<file path="src/rtl/arith_pkg.sv">
// Shared definitions for the serial adder/subtractor: FSM encoding and a
// width helper for the digit counter.
package arith_pkg;

    typedef enum logic {
        IDLE = 1'b0,
        RUN  = 1'b1
    } state_t;

    // Bits needed to count n values, never less than one.
    function automatic int clog2(input int n);
        int r;
        int v;
        r = 0;
        v = 1;
        while (v < n) begin
            v = v * 2;
            r = r + 1;
        end
        return (r < 1) ? 1 : r;
    endfunction

endpackage

</file>
<file path="src/rtl/add_digit.sv">
// DIGIT-bit ripple adder slice made of one-bit full-adder cells. Also exposes
// the carry entering the slice MSB so the caller can form signed overflow.
module add_digit #(
    parameter int DIGIT = 1
) (
    input  logic [DIGIT-1:0] a_d,
    input  logic [DIGIT-1:0] b_d,
    input  logic             c_in,
    output logic [DIGIT-1:0] s_d,
    output logic             c_out,
    output logic             c_msb_in
);

    logic w_c;

    // Ripple the carry through one full-adder cell per bit, LSB first.
    always_comb begin
        w_c      = c_in;
        s_d      = '0;
        c_msb_in = 1'b0;
        for (int i = 0; i < DIGIT; i++) begin
            if (i == DIGIT - 1) begin
                c_msb_in = w_c;
            end
            s_d[i] = a_d[i] ^ b_d[i] ^ w_c;
            w_c    = (a_d[i] & b_d[i]) | (w_c & (a_d[i] ^ b_d[i]));
        end
        c_out = w_c;
    end

endmodule

</file>
<file path="src/rtl/serial_add_sub.sv">
// Multi-cycle adder/subtractor: WIDTH-bit operands are consumed DIGIT bits per
// clock through a registered carry. Start/done handshake, carry-out and
// two's-complement overflow reported with the result.
module serial_add_sub
    import arith_pkg::*;
#(
    parameter int WIDTH = 8,
    parameter int DIGIT = 1
) (
    input  logic             clk,
    input  logic             rst,
    input  logic             start,
    input  logic             sub,
    input  logic             cin,
    input  logic [WIDTH-1:0] a,
    input  logic [WIDTH-1:0] b,
    output logic             ready,
    output logic             busy,
    output logic             done,
    output logic [WIDTH-1:0] sum,
    output logic             cout,
    output logic             overflow
);

    localparam int N  = WIDTH / DIGIT;
    localparam int CW = clog2(N);

    state_t           r_state;
    state_t           w_next;
    // r_a doubles as the result register: each processed digit leaves the
    // bottom and its sum digit enters at the top, so after N steps it holds
    // the full result.
    logic [WIDTH-1:0] r_a;
    logic [WIDTH-1:0] r_b;
    logic             r_carry;
    logic [CW-1:0]    r_cnt;
    logic [WIDTH-1:0] r_sum;
    logic             r_cout;
    logic             r_ovf;
    logic             r_done;

    logic [DIGIT-1:0] w_s_d;
    logic             w_c_out;
    logic             w_c_msb_in;
    logic             w_last;
    logic [WIDTH-1:0] w_a_next;
    logic [WIDTH-1:0] w_b_next;

    add_digit #(.DIGIT(DIGIT)) u_digit (
        .a_d      (r_a[DIGIT-1:0]),
        .b_d      (r_b[DIGIT-1:0]),
        .c_in     (r_carry),
        .s_d      (w_s_d),
        .c_out    (w_c_out),
        .c_msb_in (w_c_msb_in)
    );

    assign w_last = (r_cnt == CW'(N - 1));

    if (DIGIT == WIDTH) begin : g_full
        assign w_a_next = w_s_d;
        assign w_b_next = '0;
    end else begin : g_part
        assign w_a_next = {w_s_d, r_a[WIDTH-1:DIGIT]};
        assign w_b_next = {{DIGIT{1'b0}}, r_b[WIDTH-1:DIGIT]};
    end

    // State register; reset aborts any operation in flight.
    always_ff @(posedge clk or posedge rst) begin
        if (rst) begin
            r_state <= IDLE;
        end else begin
            r_state <= w_next;
        end
    end

    // Next state: accept start when idle, return to idle after the last digit.
    always_comb begin
        w_next = r_state;
        case (r_state)
            IDLE:    if (start)  w_next = RUN;
            RUN:     if (w_last) w_next = IDLE;
            default: w_next = IDLE;
        endcase
    end

    // Handshake outputs decoded from the state.
    always_comb begin
        ready = (r_state == IDLE);
        busy  = (r_state == RUN);
    end

    // Operand capture, per-digit shift/carry update and result load.
    always_ff @(posedge clk or posedge rst) begin
        if (rst) begin
            r_a     <= '0;
            r_b     <= '0;
            r_carry <= 1'b0;
            r_cnt   <= '0;
            r_sum   <= '0;
            r_cout  <= 1'b0;
            r_ovf   <= 1'b0;
            r_done  <= 1'b0;
        end else begin
            r_done <= 1'b0;
            if (r_state == IDLE) begin
                if (start) begin
                    // Subtraction is a + ~b + ~cin, so borrow-in becomes ~cin.
                    r_a     <= a;
                    r_b     <= sub ? ~b : b;
                    r_carry <= sub ? ~cin : cin;
                    r_cnt   <= '0;
                end
            end else begin
                r_a     <= w_a_next;
                r_b     <= w_b_next;
                r_carry <= w_c_out;
                r_cnt   <= r_cnt + CW'(1);
                if (w_last) begin
                    r_sum  <= w_a_next;
                    r_cout <= w_c_out;
                    r_ovf  <= w_c_out ^ w_c_msb_in;
                    r_done <= 1'b1;
                end
            end
        end
    end

    assign done     = r_done;
    assign sum      = r_sum;
    assign cout     = r_cout;
    assign overflow = r_ovf;

endmodule

</file>
<file path="config.mk">
export PLATFORM = sky130hd
export DESIGN_NAME = serial_add_sub
export DESIGN_NICKNAME = d
export VERILOG_FILES = /design/src/rtl/arith_pkg.sv /design/src/rtl/add_digit.sv /design/src/rtl/serial_add_sub.sv
export SDC_FILE = /design/constraint.sdc
export NUM_CORES = 1
export LEC_CHECK = 0
export BUFFER_PORTS_ARGS = -buffer_cell sky130_fd_sc_hd__buf_2
export CAP_MARGIN = 30
export CORE_AREA = 2 2 63 65
export DETAILED_ROUTE_END_ITERATION = 6
export DIE_AREA = 0 0 65 67
export GPL_TIMING_DRIVEN = 1
export PLACE_DENSITY = 0.65
export SKIP_LAST_GASP = 1
export SLEW_MARGIN = 20
export SYNTH_ARGS = -nofsm -noshare
export SYNTH_HDL_FRONTEND = slang
export SYNTH_SLANG_ARGS = --single-unit
</file>
<file path="constraint.sdc">
create_clock -name clk -period 2.3 [get_ports clk]
set_input_delay 0.23 -clock clk [delete_from_list [all_inputs] [get_ports clk]]
set_output_delay 0.23 -clock clk [all_outputs]
set_load 0.03 [all_outputs]
</file>
# ---- Word level (Yosys, flattened, before mapping)
# Cells that the tools add are included.
dict set report totals {
  output_inout_bits 13
  rom_bits 0
  latch_bits 0
  word_cells 37
  reg_bits 32
  memories 0
  input_bits 21
  mem_bits_rw 0
}
dict set report classes {
  shifts 0
  add_sub_neg 1
  reduce_logical 2
  n_mul 0
  n_lt_le_gt_ge 0
  eq_ne 1
  mux 15
  n_bitwise 9
  n_div 0
}
# operator count
set op_table {}
lappend op_table {{8-bit 2-to-1 mux} 5}
lappend op_table {{8-bit inverter} 1}
lappend op_table {{1-bit 2-to-1 mux} 7}
lappend op_table {{3-bit 2-to-1 mux} 2}
lappend op_table {{3-bit by 1-bit adder with 3-bit output (second input constant)} 1}
lappend op_table {{3-bit == test (second input constant)} 1}
lappend op_table {{1-bit bitwise XOR} 3}
lappend op_table {{1-bit bitwise AND} 2}
lappend op_table {{1-bit inverter} 2}
lappend op_table {{1-bit case mux with 2 select lines} 1}
lappend op_table {{2-bit AND reduction} 1}
lappend op_table {{2-bit nonzero test} 1}
lappend op_table {{1-bit OR} 1}

# ---- Logic depth before layout (Yosys ltp)
# Gate-level depths: netlist of run 1.
dict set report logic_depth {
  ltp_word 4
  mapped_depth 5
  depth_no_buf 4
}

# ---- Modules after synthesis
# Synthesis of run 1 repeated with hierarchy kept, for this count alone.
dict set report hier_totals {
  cells_unflattened 128
  area_unflattened_um2 1579.0
}
# mod seq_area_each_um2 instances area_per_inst_um2 cells_per_inst
set modules_own_cells {}
lappend modules_own_cells {serial_add_sub 800.8 1 1551.5 126}
lappend modules_own_cells {add_digit 0.0 1 27.5 2}

# ---- Worst setup path before layout of run 1
# Ideal clock, no wire load.
dict set report synth_path {
  path_type {flip-flop to flip-flop}
  from {register r_carry}
  to {register r_ovf (netlist: overflow)}
  setup_time_ps 125
  path_buffers 0
  path_stages_with_launch 4
  arrival_time_ps 1282
  setup_slack_ps 893
  cell_sequence {dfrtp_1 fa_1 xor2_1 mux2_4}
}
dict set report synth_via {
  elab_chain_len 3
}
# element line
set synth_rtl {}
lappend synth_rtl {{from (decl)} serial_add_sub.sv:35} ;# logic r_carry;
lappend synth_rtl {{from (signal assigned)} serial_add_sub.sv:111} ;# r_carry <= sub ? ~cin : cin;
lappend synth_rtl {{from (signal assigned)} serial_add_sub.sv:117} ;# r_carry <= w_c_out;
lappend synth_rtl {{1-bit bitwise AND} add_digit.sv:26} ;# w_c = (a_d[i] & b_d[i]) | (w_c & (a_d[i] ^ b_d[i]));
lappend synth_rtl {{1-bit OR} add_digit.sv:26}
lappend synth_rtl {{named net u_digit.c_out} add_digit.sv:10} ;# output logic c_out,
lappend synth_rtl {{1-bit bitwise XOR} serial_add_sub.sv:122} ;# r_ovf <= w_c_out ^ w_c_msb_in;
lappend synth_rtl {{to (signal assigned)} serial_add_sub.sv:122}
lappend synth_rtl {{to (decl)} serial_add_sub.sv:39} ;# logic r_ovf;
# The timed path passes the listed nets, and every way through them passes these cells.
# A chain may end at the register's enable or synchronous reset.

# ---- Final worst setup path of run 1
dict set report layout_path {
  from {register r_state (netlist: busy)}
  to {register r_cout (netlist: cout)}
}
dict set report layout_via {
  elab_chain_len 1
}
# element line
set layout_rtl {}
lappend layout_rtl {{from (decl)} serial_add_sub.sv:28} ;# state_t r_state;
lappend layout_rtl {{from (signal assigned)} serial_add_sub.sv:73} ;# r_state <= w_next;
lappend layout_rtl {{2-bit AND reduction (no line)} --}
lappend layout_rtl {{to (signal assigned)} serial_add_sub.sv:121} ;# r_cout <= w_c_out;
lappend layout_rtl {{to (decl)} serial_add_sub.sv:38} ;# logic r_cout;
# Every way passes these cells.

==> run metrics, run 1 <==
Worst path top cell family by delay flip-flops; final period utilization 74.33%; synth warn 0; post-CTS setup buffer count 0; register area share after synthesis 50.96%; worst vdd ir 368.6 uV; max-cap viol count 0; crit path cell chain nand2_2 -> mux2_4; post-route ant nets 0; DP Worst Slack 0.5460 ns; die width 65 um; Max Slew Vio Count 0; Leak Pwr 0.9244 nW; clock latency on the worst-skew pair 0.28 ns; post-layout util 51.01%; Core Rows 22; Synth Area per Inst 12.37 um2; Clock Skew 0.006837 ns; CP Capture Type flip-flop; Reg clk slew, reported paths 0.07 ns; Worst Setup Start Kind flip-flop; vias in the first global route 1074; dpl hpwl 1.893 mm; Req. time, crit path 2.46 ns; R2R setup slack 0.59 ns; # nets final 184; Cells after Synth 127; status completed; RSZ-0062 raised after global routing false; Final Non-Filler Cells 209; Die ar. 0.004355 mm2; CP max-delay cell dfrtp_1; HP Class in -> async; largest net degree at the start of global routing 33; PD cells 1302 mW/mm2; count of hold-fix buffers inserted at cts 0; n_diodes 0; Least-Margin Pin Slew 0.7091 ns; CP max FO 28; share of post-route cells with drive strength above 1 38.51%; wire length per cell 12.79 um; CP Data Arrival Time 1.87 ns; asr flop ratio synth 100.0%; Placed Cells 201; DR vias/cell 4.895; slowest stage delay, CP 0.80 ns; fin crit period 1.710 ns; core area 0.003606 mm2; synth top area cells dfrtp_1 (51%), mux2_4 (8.6%), o211ai_2 (5.6%), mux2i_1 (5.1%), xnor2_1 (5.0%); grt total ovfl 0; CTS Buf Count 5; setup ws final 0.5904 ns; clock sink count 32; clk buf depth 2; Total Power 2.394 mW; Yosys top cell area share 50.96%; critical setup path kind reg -> reg; top-count cell post-synth dfrtp_1; Yosys reg bits 32; CP bufs+invs 0; total wire length 2.673 mm; Syn Std Cell Area 0.001572 mm2; reg2reg path depth 2; Pre-Repair DR Iteration Count 4; CTS tree yes; Clk Tree Root Cell clkbuf_8; slew margin rel. 52.73%; reg2reg end cout; Vias 1023; FILL cells 330; first-pass GRT wire length 4.726 mm; Top FF cell, synth dfrtp_1; CTS resizes 0; H-Tree Level Count 2; final hold violation count 0; setup violators final 0; Initial DRC Count 58; Fmax 0.5849 GHz; routability cong. 0.7225; setup tns final 0 ns; DRC viols 0; commonest cells in the netlist dfrtp_1 (32), nand2_1 (17), o21ai_0 (10), mux2_4 (9), xnor2_1 (9); Port Buf Inserts 33; Worst R2R Start busy; Yosys top cell by area dfrtp_1; IO Count 34; Die Ht 67 um; EDFF count, synth 0; starting density of the core 43.58%; total track usage 14.85%; post-synthesis cell type count 24; Area Overhead vs Synth 17.04%; Mapped Nets 151; initial antenna violation count 0
-- cell type report --
type | instances | area [um2] | area share (%)
clock buffers | 6 | 82.58 | 4.490
clock inverters | 2 | 10.01 | 0.5442
inverters | 3 | 11.26 | 0.6122
flip-flops and latches | 32 | 800.8 | 43.54
multi-input cells | 83 | 694.4 | 37.76
well taps | 48 | 60.06 | 3.265
repair buffers | 35 | 180.2 | 9.796
-- routing by layer --
layer / global-route usage (%) / vias to the layer above / routed length (um)
met5: 0 / - / 0
met4: 9.840 / 0 / 65
met3: 3.378 / 5 / 85
met2: 24.87 / 17 / 1324
met1: 16.95 / 502 / 1197
li1: - / 499 / -
-- registers in the layout, indices dropped and copies added, names as in the netlist --
| signal | count |
|---|---|
| busy | 1 |
| cout | 1 |
| done | 1 |
| overflow | 1 |
| r_a | 8 |
| r_b | 8 |
| r_carry | 1 |
| r_cnt | 3 |
| sum | 8 |
-- metrics by stage --
stage          hold slack (ns)  cell area [um2]
2_1_floorplan           0.3462             1572
3_3_place_gp            0.3269             1747
3_5_place_dp            0.3366             1747
4_1_cts                0.03140             1839
5_1_grt                0.07403             1839
6_report               0.01576             1839
-- how the worst max path moves through the flow --
stage | start | endpoint | slack (ns) | cells after the start
global placement | busy | cout | 0.62 | 2
global route | busy | cout | 0.45 | 2
detailed placement | busy | sum[3] | 0.55 | 2
floorplan | r_carry | overflow | 0.89 | 3
finish | busy | cout | 0.59 | 2
CTS | busy | cout | 0.55 | 2
-- layout by cell type, fill, tap and decap left out, drive strengths merged --
cell    synthesis  routed
a211oi          1       1
a22o            1       1
buf             9      35
clkbuf          0       6
clkinv          0       2
dfrtp          32      32
fa              1       1
ha              2       2
inv             3       3
mux2           10      10
mux2i           8       8
nand2          18      18
nand2b          2       2
nor2            2       2
o211ai          8       8
o21ai          11      11
or3b            9       9
xnor2           9       9
xor2            1       1
-- report_power, final --
part / leakage [nW] / switching, mW / internal, mW / total, mW
Combinational: 0.478 / 0.508 / 0.432 / 0.941
Clock: 0.0510 / 0.196 / 0.238 / 0.434
Sequential: 0.395 / 0.199 / 0.820 / 1.02
Total: 0.924 / 0.903 / 1.49 / 2.39
-- tightest hold or removal path: cells and delay by family --
kind | cells | cell delay [ns]
buffers and inverters | 3 | 0.48
-- logic make-up (layout without fill, tap and decap cells) --
group           Yosys count  in the layout  synth area share (%)
mux                      18             18                 14.41
flops                    32             32                 50.96
compound gates           21             21                 10.59
buf+inv                  12             46                 4.856
xor+xnor                 10             10                 5.574
simple gates             31             31                 10.75
fa+ha+maj                 3              3                 2.866
No activity file was read; power rests on OpenSTA's default activity.
==> run 2: changes to the inputs <==
Clock period 2.3 ns to 1.61 ns, I/O delays scaled along.
==> run metrics, run 2 (synthesis results as in run 1) <==
starting density of the core 43.58% (unchanged); Die ar. 0.004355 mm2 (unchanged); initial antenna violation count 0 (unchanged); CTS Buf Count 5 (unchanged); final hold violation count 0 (unchanged); status completed; reg2reg path depth 4 (+2); IO Count 34 (unchanged); HP Class in -> reg; DP Worst Slack 0.01995 ns (-0.5261 ns); Hold Crit Depth 3; Core Rows 22 (unchanged); most frequent cells in the layout buf_2 (33), dfrtp_1 (32), nand2_1 (17); setup tns final 0 ns (unchanged); clk buf depth 2 (unchanged); max-cap viol count 0 (unchanged); Req. time, crit path 1.45 ns (-1.01 ns); fin crit period 1.497 ns; vias in the first global route 1078 (+0.37%); # nets final 187 (+1.6%); R2R setup slack 0.12 ns (-0.47 ns); Reg clk slew, reported paths 0.06 ns (about the same); worst vdd ir 581.8 uV (+58%); slew margin rel. 66.67% (+14 points); reg2reg end sum[6]; Placed Cells 203 (+1.0%); n_diodes 0 (unchanged); Vias 1030 (+0.68%); Hold Crit Endpoint r_b[7]; setup violators final 0 (unchanged); DR vias/cell 4.858 (-0.74%); first-pass GRT wire length 5.078 mm (+7.4%); post-route ant nets 0 (unchanged); GRT met1 Usage 18.95% (+2.0 points); Fmax 0.6678 GHz; Die Ht 67 um (unchanged); total wire length 2.846 mm (+6.5%); RSZ-0062 raised after global routing false; most used routing layer met2; GR Layer Usage met2 26.29% (+1.4 points); Pre-Repair DR Iteration Count 4 (unchanged); grt total ovfl 0 (unchanged); Clock Skew 0.005403 ns (-0.001434 ns); routability cong. 0.6988 (-3.3%); Min-Delay Startpoint b[7]; met3 Usage GRT 4.730% (+1.4 points); post-CTS setup buffer count 0 (unchanged); PD cells 1943 mW/mm2 (+49%); largest net degree at the start of global routing 33 (unchanged); Max Slew Vio Count 0 (unchanged); Leak Pwr 0.9555 nW (+3.4%); total track usage 15.96% (+1.1 points); Total Power 3.698 mW (+54%); setup ws final 0.1126 ns (-0.4778 ns); CTS tree yes; critical setup path kind reg -> out; Final Non-Filler Cells 212 (+1.4%); H-Tree Level Count 2 (unchanged); clock latency on the worst-skew pair 0.28 ns (about the same); Least-Margin Pin Slew 0.4999 ns (-0.2092 ns); Worst R2R Start r_cnt[0]; Port Buf Inserts 33 (unchanged); core area 0.003606 mm2 (unchanged); share of post-route cells with drive strength above 1 39.02% (+0.52 points); CP Data Arrival Time 1.34 ns (-0.53 ns); Clk Tree Root Cell clkbuf_8; DRC viols 0 (unchanged); CP Capture Type output port; die width 65 um (unchanged); final period utilization 93.00%; Worst Setup Start Kind flip-flop; most common cell after layout, fill and taps aside buf_2; dpl hpwl 2.011 mm (+6.3%); clock sink count 32 (unchanged); CP max FO 14 (-50%); Min Hold Slack 0.1679 ns (+0.1521 ns); Area Overhead vs Synth 21.10%; wire length per cell 13.42 um (+5.0%); Initial DRC Count 36 (-38%)
-- run 2: worst max-delay path by stage --
stage                  start  endpoint  slack (ns)  cells past startpoint
finish                  busy     ready        0.11                      3
CTS                 r_cnt[0]    sum[6]        0.01                      4
floorplan            r_carry  overflow        0.20                      3
detailed placement  r_cnt[0]    sum[6]        0.02                      4
global placement    r_cnt[0]    sum[6]        0.08                      4
global route            busy     ready        0.02                      3
-- run 2: stage by stage --
step	cell area (um2)	utilization (%)
floorplan	1572	-
global placement	1762	48.86
detailed placement	1762	48.86
CTS	1898	52.64
global route	1903	52.78
finish	1903	52.78
-- run 2: layer usage --
metal / vias up / wire (um)
met1: 501 / 1204
met3: 6 / 111
met4: 0 / 57
li1: 505 / -
met2: 18 / 1473
met5: - / 0
-- run 2: area by class of cell --
type | instances | area [um2]
clock inverter | 1 | 30.03
sequential | 32 | 800.8
tap | 48 | 60.06
clock buffer | 7 | 96.34
timing repair buffer | 38 | 205.2
multi-input combinational | 83 | 699.4
inverter | 3 | 11.26
fill | 328 | 1703
-- run 2: power by group --
part	internal (mW)	switching (mW)	total, mW
logic	0.646	0.783	1.43
registers	1.17	0.257	1.43
clock network	0.546	0.293	0.839
-- run 2: worst max-delay path, cell delays in order, from the launching register on --
cell     delay [ns]
dfrtp_1        0.54
buf_4          0.25
inv_1          0.09
buf_2          0.18
-- run 2: timing repair --
item / 4_1_cts / 5_1_grt
hold buffers: 1 / 0
resized for setup: 0 / 1
hold endpoints to repair: 32 / 0
endpoints found under the setup margin: 0 / 2
